$ cat src/rtl/sp_port_arbiter.sv
// rtl/sp_port_arbiter.sv - two-port round-robin arbiter in front of a 512x32 single-port RAM
//
// Purpose: zero-fills the RAM after reset (optional), then shares one
// single-port RAM between two request ports with round-robin arbitration
// and in-order read responses.
//
// Ports:
//   CLK, RESET            clock; asynchronous active-high reset
//   pX_valid/pX_ready     request handshake, grant is combinational
//   pX_we/addr/wdata/be   request payload (be used for writes only)
//   pX_rvalid/pX_rdata    read response, LAT = 1 + READ_PIPE cycles after accept
//   init_done             clear sequence finished, requests admitted
//   ram_*                 single-port RAM macro interface

module sp_port_arbiter #(
    parameter int READ_PIPE      = 0,
    parameter int CLEAR_ON_RESET = 1
) (
    input  logic        CLK,
    input  logic        RESET,
    input  logic        p0_valid,
    output logic        p0_ready,
    input  logic        p0_we,
    input  logic [8:0]  p0_addr,
    input  logic [31:0] p0_wdata,
    input  logic [3:0]  p0_be,
    output logic        p0_rvalid,
    output logic [31:0] p0_rdata,
    input  logic        p1_valid,
    output logic        p1_ready,
    input  logic        p1_we,
    input  logic [8:0]  p1_addr,
    input  logic [31:0] p1_wdata,
    input  logic [3:0]  p1_be,
    output logic        p1_rvalid,
    output logic [31:0] p1_rdata,
    output logic        init_done,
    output logic        ram_ce,
    output logic        ram_wre,
    output logic        ram_oce,
    output logic        ram_reset,
    output logic [13:0] ram_ad,
    output logic [31:0] ram_di,
    output logic [2:0]  ram_blksel,
    input  logic [31:0] ram_do
);

    localparam int LAT = 1 + READ_PIPE;

    typedef enum logic {
        ST_CLEAR = 1'b0,
        ST_RUN   = 1'b1
    } state_t;

    state_t         r_state;
    state_t         w_state_nxt;
    logic [8:0]     r_cnt;
    logic [8:0]     w_cnt_nxt;
    logic           r_init_done;
    logic           r_last;          // 1: p1 was granted most recently
    logic [LAT-1:0] r_tag_v;
    logic [LAT-1:0] r_tag_id;        // 1: response belongs to p1
    logic           w_gnt0;
    logic           w_gnt1;
    logic           w_sel_we;
    logic [8:0]     w_sel_addr;
    logic [31:0]    w_sel_wdata;
    logic [3:0]     w_sel_be;

    always_ff @(posedge CLK or posedge RESET) begin
        if (RESET) begin
            r_state     <= (CLEAR_ON_RESET != 0) ? ST_CLEAR : ST_RUN;
            r_cnt       <= 9'd0;
            r_init_done <= 1'b0;
        end else begin
            r_state <= w_state_nxt;
            r_cnt   <= w_cnt_nxt;
            // Sticky: set on the edge that enters (or stays in) RUN.
            if (w_state_nxt == ST_RUN) begin
                r_init_done <= 1'b1;
            end
        end
    end

    always_ff @(posedge CLK or posedge RESET) begin
        if (RESET) begin
            r_last   <= 1'b1;
            r_tag_v  <= '0;
            r_tag_id <= '0;
        end else begin
            if (w_gnt0 || w_gnt1) begin
                r_last <= w_gnt1;
            end
            r_tag_v[0]  <= (w_gnt0 || w_gnt1) && !w_sel_we;
            r_tag_id[0] <= w_gnt1;
            for (int i = 1; i < LAT; i++) begin
                r_tag_v[i]  <= r_tag_v[i-1];
                r_tag_id[i] <= r_tag_id[i-1];
            end
        end
    end

    always_comb begin
        w_state_nxt = r_state;
        w_cnt_nxt   = r_cnt;
        w_gnt0      = 1'b0;
        w_gnt1      = 1'b0;
        ram_ce      = 1'b0;
        ram_wre     = 1'b0;
        ram_ad      = 14'd0;
        ram_di      = 32'd0;
        case (r_state)
            ST_CLEAR: begin
                // Gated by RESET so the RAM sees no write while reset is held.
                ram_ce    = !RESET;
                ram_wre   = !RESET;
                ram_ad    = {r_cnt, 1'b0, 4'hF};
                w_cnt_nxt = r_cnt + 9'd1;
                if (r_cnt == 9'd511) begin
                    w_state_nxt = ST_RUN;
                end
            end
            ST_RUN: begin
                // r_init_done is low during reset and the first cycle after a
                // no-clear reset, which keeps the ports closed until then.
                if (r_init_done) begin
                    w_gnt0 = p0_valid && (!p1_valid || r_last);
                    w_gnt1 = p1_valid && (!p0_valid || !r_last);
                end
                if (w_gnt0 || w_gnt1) begin
                    ram_ce  = 1'b1;
                    ram_wre = w_sel_we;
                    ram_ad  = {w_sel_addr, 1'b0, (w_sel_we ? w_sel_be : 4'h0)};
                    ram_di  = w_sel_wdata;
                end
            end
            default: ;
        endcase
    end

    assign w_sel_we    = w_gnt1 ? p1_we    : p0_we;
    assign w_sel_addr  = w_gnt1 ? p1_addr  : p0_addr;
    assign w_sel_wdata = w_gnt1 ? p1_wdata : p0_wdata;
    assign w_sel_be    = w_gnt1 ? p1_be    : p0_be;

    assign p0_ready   = w_gnt0;
    assign p1_ready   = w_gnt1;
    assign p0_rvalid  = r_tag_v[LAT-1] && !r_tag_id[LAT-1];
    assign p1_rvalid  = r_tag_v[LAT-1] &&  r_tag_id[LAT-1];
    assign p0_rdata   = ram_do;
    assign p1_rdata   = ram_do;
    assign init_done  = r_init_done;
    assign ram_oce    = 1'b1;
    assign ram_blksel = 3'b000;
    assign ram_reset  = RESET;

endmodule

$ cat config.mk
export PLATFORM = sky130hd
export DESIGN_NAME = sp_port_arbiter
export DESIGN_NICKNAME = d
export VERILOG_FILES = /design/src/rtl/sp_port_arbiter.sv
export SDC_FILE = /design/constraint.sdc
export NUM_CORES = 1
export LEC_CHECK = 0
export CAP_MARGIN = 10
export CELL_PAD_IN_SITES_DETAIL_PLACEMENT = 1
export CELL_PAD_IN_SITES_GLOBAL_PLACEMENT = 1
export CORE_ASPECT_RATIO = 0.5
export CORE_MARGIN = 2
export CORE_UTILIZATION = 15
export DETAILED_ROUTE_END_ITERATION = 10
export HOLD_SLACK_MARGIN = 0.06
export PLACE_DENSITY_LB_ADDON = 0.1
export SETUP_SLACK_MARGIN = 0.1
export SYNTH_ARGS = -nofsm -noshare
export SYNTH_HDL_FRONTEND = slang
export SYNTH_SLANG_ARGS = --single-unit
$ cat constraint.sdc
create_clock -name CLK -period 1.76 [get_ports CLK]
set_clock_uncertainty 0.1 [all_clocks]
set_input_delay 0.176 -clock CLK [delete_from_list [all_inputs] [get_ports CLK]]
set_output_delay 0.176 -clock CLK [all_outputs]
set_load 0.005 [all_outputs]
Word level (Yosys, flattened, before mapping)
Cells that the tools add are included.

Bitwise logic cells: 1. Reduce and logical (&&, ||, !) cells: 15. Eq/ne operators: 1. Add/sub/neg operators: 1. Mux-type cells: 21.

Operator list (number): 32-bit 2-to-1 mux (3); 14-bit case mux with 2 select lines (1); 14-bit 2-to-1 mux (1); 1-bit 2-to-1 mux (11); 9-bit by 1-bit adder with 9-bit output (second input constant) (1); 9-bit equality test (second input constant) (1); 9-bit 2-to-1 mux (1); 4-bit 2-to-1 mux (2); 1-bit logical NOT (6); 1-bit logical AND (5); 1-bit logical OR (4); 1-bit case mux with 2 select lines (2); 1-bit inverter (1).

Register bits after elaboration: 14. Output and inout bits: 122. Input port bits: 128. Logic and storage cells: 45.

Logic depth before layout (Yosys ltp)
Depth after elaboration: 10. Depth in mapped cells: 7. Mapped depth without buffers: 5.

Least setup slack after synthesis
OpenSTA, ideal clock, no wires.

Path type: flip-flop to output port. From: register r_init_done (netlist: init_done). To: output ram_ad[0]. Path buffers: 1. Required time: 1484 ps. Arrival time: 1316 ps. Setup slack: 168 ps. Stages on the path, launching flop included: 7. Cell sequence: dfrtp_1 > and2_1 > buf_4 > nand3_4 > inv_2 > mux2i_2 > o31ai_1.

Cells in the longest elaborated chain, start to end: 7. Elaborated cells between the ends (all ways): 11. Those cells by class: 10 x mux; 1 x reduce/logical.

Ends and longest elaborated chain: from (decl) (RTL line 59) `logic r_init_done;`; from (signal assigned) (RTL line 74) `r_init_done <= 1'b0;`; from (signal assigned) (RTL line 80) `r_init_done <= 1'b1;`; 1-bit 2-to-1 mux (RTL line 126) `if (r_init_done) begin`; 1-bit 2-to-1 mux (2 in series) (RTL line 112) `case (r_state)`; 4-bit 2-to-1 mux or 1-bit 2-to-1 mux (tied branches) (RTL line 144, 141); 4-bit 2-to-1 mux (RTL line 133) `ram_ad = {w_sel_addr, 1'b0, (w_sel_we ? w_sel_be : 4'h0)};`; 14-bit 2-to-1 mux (*) (RTL line 130) `if (w_gnt0 || w_gnt1) begin`; 14-bit case mux with 2 select lines (*) (RTL line 112); to (decl) (RTL line 42) `output logic [13:0] ram_ad,`.

Mark *: on every way between the ends. The rest lies on a longest branch, timed or not. The select of a mux whose other input is x is not followed.

Worst setup path in the final report
From: register r_last. To: output ram_wre.

Cells in the longest elaborated chain, start to end: 9. Elaborated cells between the ends (all ways): 14. Those cells by class: 8 x mux; 6 x reduce/logical.

Ends and longest elaborated chain: from (decl) (RTL line 60) `logic r_last;`; from (signal assigned) (RTL line 92) `r_last <= w_gnt1;`; 1-bit logical NOT (RTL line 128) `w_gnt1 = p1_valid && (!p0_valid || !r_last);`; 1-bit logical OR (RTL line 128); 1-bit logical AND (RTL line 128); 1-bit 2-to-1 mux (RTL line 126); 1-bit 2-to-1 mux (2 in series) (RTL line 112); 1-bit 2-to-1 mux (RTL line 141) `assign w_sel_we = w_gnt1 ? p1_we : p0_we;`; 1-bit 2-to-1 mux (*) (RTL line 130); 1-bit case mux with 2 select lines (*) (RTL line 112); to (decl) (RTL line 39) `output logic ram_wre,`.

Marks and branches as above.

==> metrics.md <==
| Metric | Value |
|---|---|
| Final core utilization | 31.29% |
| Final setup viols | 46 |
| Outcome | complete, but fails checks |
| Failing checks | setup timing |
| FF-to-FF path depth | 6 |
| Netlist Area Pre-Place | around 0.0019 sq mm |
| End of the critical path | ram_wre |
| Nets | 521 |
| Die W | ~160 um |
| Seq/Total Area, Yosys | a little under a fifth |
| P&R area growth vs syn | 99.01% |
| Flop2flop setup slack | ~0.18 ns |
| Placed Area | around 0.0032 sq mm |
| Clk sinks | 14 |
| Most used DFF post-synth | dfrtp_1 |
| GRT Total Usage | between 10% and 20% |
| Power Total | 1115 uW |
| First-pass GRT wire length | roughly 13,000 um |
| Die height | between 80 and 90 um |
| Initial Util | between 10% and 20% |
| Final WL | between 8000 and 9000 um |
| Largest cells by area after synthesis | buf_4 (28%), dfrtp_1 (17%), nand2_1 (13%), a21oi_1 (9.0%), mux2i_1 (6.8%) |
| Fill cells | roughly 1,400 |
| DIE AREA | between 0.01 and 0.015 sq mm |
| Core region area | approximately 0.012 sq mm |
| Tcrit/Tclk final | 112.8% |
| #FFs+latches synth | 14 |
| Fmax | between 0.5 and 0.6 GHz |
| Unrepaired setup endpoints after global routing | true |
| Site Rows | 28 |
| Simple-gate share of the synthesized area | slightly below 20% |
| Worst r2r src | r_last |
| Critical path type | reg -> out |
| ANT cells | 0 |
| Synth area leader | buf_4 |
| Slew headroom | a little over half |
| Leak | 0.001708 uW |
| Max Slew Vio Count | 0 |
| FF-to-FF End | r_tag_v |
| Vias | about 2,200 |
| Worst setup SP type | flip-flop |
| Endpoints failing hold | 0 |
| Clk Latency, worst-skew pair | approximately 0.24 ns |
| Hold_ws | 0.2520 ns |
| Setup ws final | -0.2257 ns |
| CP required | 1.48 ns |
| Dpl hpwl | 6684 um |
| GP Congestion | 0.6866 |
| Largest family of logic cells by synthesized area | buffers and inverters |
| Synth unique cells | 32 |
| Cell Pwr Density | between 200 and 300 mW/mm^2 |
| Clk slew on worst S/H paths | ~0.05 ns |
| Final Cell Area | ~0.0038 sq mm |
| CP endpoint kind | primary output |
| Post-synth EDFFs | 0 |
| Synth top area share | roughly 28% |
| Most common cell in the netlist | buf_4 |
| CTS Hold Buffers Added | 0 |
| DRC viols | 0 |
| Max IR drop VDD | around 0.24 mV |
| Largest net degree at the start of global routing | 22 |
| CP arrival | between 1.5 and 2 ns |
| Max cap viols | 0 |
| CTS tree | done |
| Mean Syn Cell Area | about 7.0 sq um |
| Slowest-stage cell, CP | dfstp_2 |
| Multiplexer area fraction after synthesis | around 8.8% |
| Congestion Overflow GR | 0 |
| Yosys warnings | 0 |
| Share of layout cells above drive strength 1 | approximately 44% |
| I/O Buffers | between 100 and 150 |
| CP max stage delay | 0.55 ns |
| CP Launch Point | r_last |
| Worst Max-Slew Pin Slew | between 0.6 and 0.7 ns |
| Post-Synthesis Cells | around 270 |
| 1st-iter DRT viols | 37 |
| Min-delay worst type | in -> out |
| Synth top cells by count | buf_4 (72), nand2_1 (67), a21oi_1 (34), dfrtp_1 (13), mux2i_1 (13) |
| DRT Pass-1 Iters | 3 |
| TritonCTS Buffers | 3 |
| H-tree depth | 1 |
| Root buf cell | clkbuf_16 |
| Crit path max fanout | 5 |
| Synth Area in Compound Gates | around 15% |
| Vias in the first global route | around 2,400 |
| Synth Area in Adders | under 10% |
| I/O pins | 250 |
| Post-Synth XOR/XNOR Area | around 3.2% |
| FFs w/ async S/R, synth | 100.0% |
| Initial antenna violation count | 0 |
| Critical-path cell list | nand2_4 -> nand3_4 -> clkinv_4 -> mux2i_4 -> buf_6 -> o22ai_2 -> buf_2 |
| Final Critical Period | 1.986 ns |
| Antenna-violating nets left | 0 |
| Max clock buf depth | 2 |
| Drt wl/cell | 15.92 um |
| Via density | between 3 and 4 |
## layer usage
| layer | up-vias | GRT usage, % | part of all wire (%) |
|---|---|---|---|
| li1 | 1054 | - | - |
| met1 | 1024 | 12.19 | 37 |
| met2 | 77 | 24.05 | 55 |
| met3 | 23 | 2.881 | 7.2 |
| met4 | 0 | 2.816 | 1.4 |
| met5 | - | 0 | 0 |
## state kept, by name, summed over array words and instances, names as in the netlist
register	count
r_state	1
r_tag_id	1
r_last	1
init_done	1
r_cnt	9
r_tag_v	1
## logic make-up after synthesis
family                     after synthesis
muxes                                   16
xor gates and xnor gates                 7
and+or+nand+nor                         85
adders and majority gates                2
other                                    2
buffers and inverters                   95
AOI/OAI and AO/OA                       52
DFF                                     14
## critical path, delay by kind of cell (launching register included)
| family | cells | cell delay [ns] |
|---|---|---|
| and+or+nand+nor | 2 | 0.17 |
| DFF | 1 | 0.55 |
| buffers and inverters | 3 | 0.37 |
| AOI/OAI and AO/OA | 1 | 0.05 |
| muxes | 1 | 0.31 |
## final cells by class
class | count | area, sq um | area share (%)
Clock buffer | 4 | 88.84 | 2.349
Sequential cell | 14 | 351.6 | 9.295
Timing Repair Buffer | 194 | 1858 | 49.12
Multi-Input combinational cell | 167 | 1231 | 32.55
Tap cell | 165 | 206.4 | 5.458
Inverter | 11 | 46.29 | 1.224
## per-stage QoR
step	setup TNS (ns)	worst slack, ns	std cells
final	-5.813	-0.2257	555
after global routing	-9.061	-0.2892	555
after CTS	-6.156	-0.2250	549
after detailed placement	-22.33	-0.5885	525
after global placement	-20.88	-0.5493	525
after floorplan	0	0.1675	276
## where the power goes
| part | internal, uW | switching, uW | total, uW |
|---|---|---|---|
| clock | 345 | 139 | 484 |
| combinational | 220 | 89.2 | 309 |
| sequential | 323 | 0 | 323 |
## cells in the final DEF (no fill, tap or decap), types with 7 or more instances in the layout
cell,Yosys,layout
buf_6,0,19
buf_12,0,9
o22ai_1,9,8
a21oi_2,0,26
a21oi_1,34,8
nand2_1,67,38
nand2_4,0,13
nand2_2,0,16
inv_1,10,10
dfrtp_1,13,13
buf_4,72,13
xnor2_1,7,7
mux2i_1,13,11
clkdlybuf4s50_1,0,97
buf_2,4,47
## repair_timing
item                       4_1_cts  5_1_grt
buffers inserted                17        5
gates cloned                     3        1
setup endpoints to repair       51       50
gates resized for setup        230       83
pin swaps                       20       34
## how the worst min path moves through the flow
stage | startpoint | end | slack [ns] | cells after the start
3_3_place_gp | ram_do[19] | p0_rdata[19] | 0.25 | 0
4_1_cts | ram_do[19] | p0_rdata[19] | 0.25 | 0
5_1_grt | ram_do[23] | p0_rdata[23] | 0.25 | 0
2_1_floorplan | RESET | init_done | -0.04 | 1
6_report | ram_do[8] | p1_rdata[8] | 0.25 | 0
3_5_place_dp | ram_do[19] | p0_rdata[19] | 0.25 | 0
No activity file was read; power rests on OpenSTA's default activity.
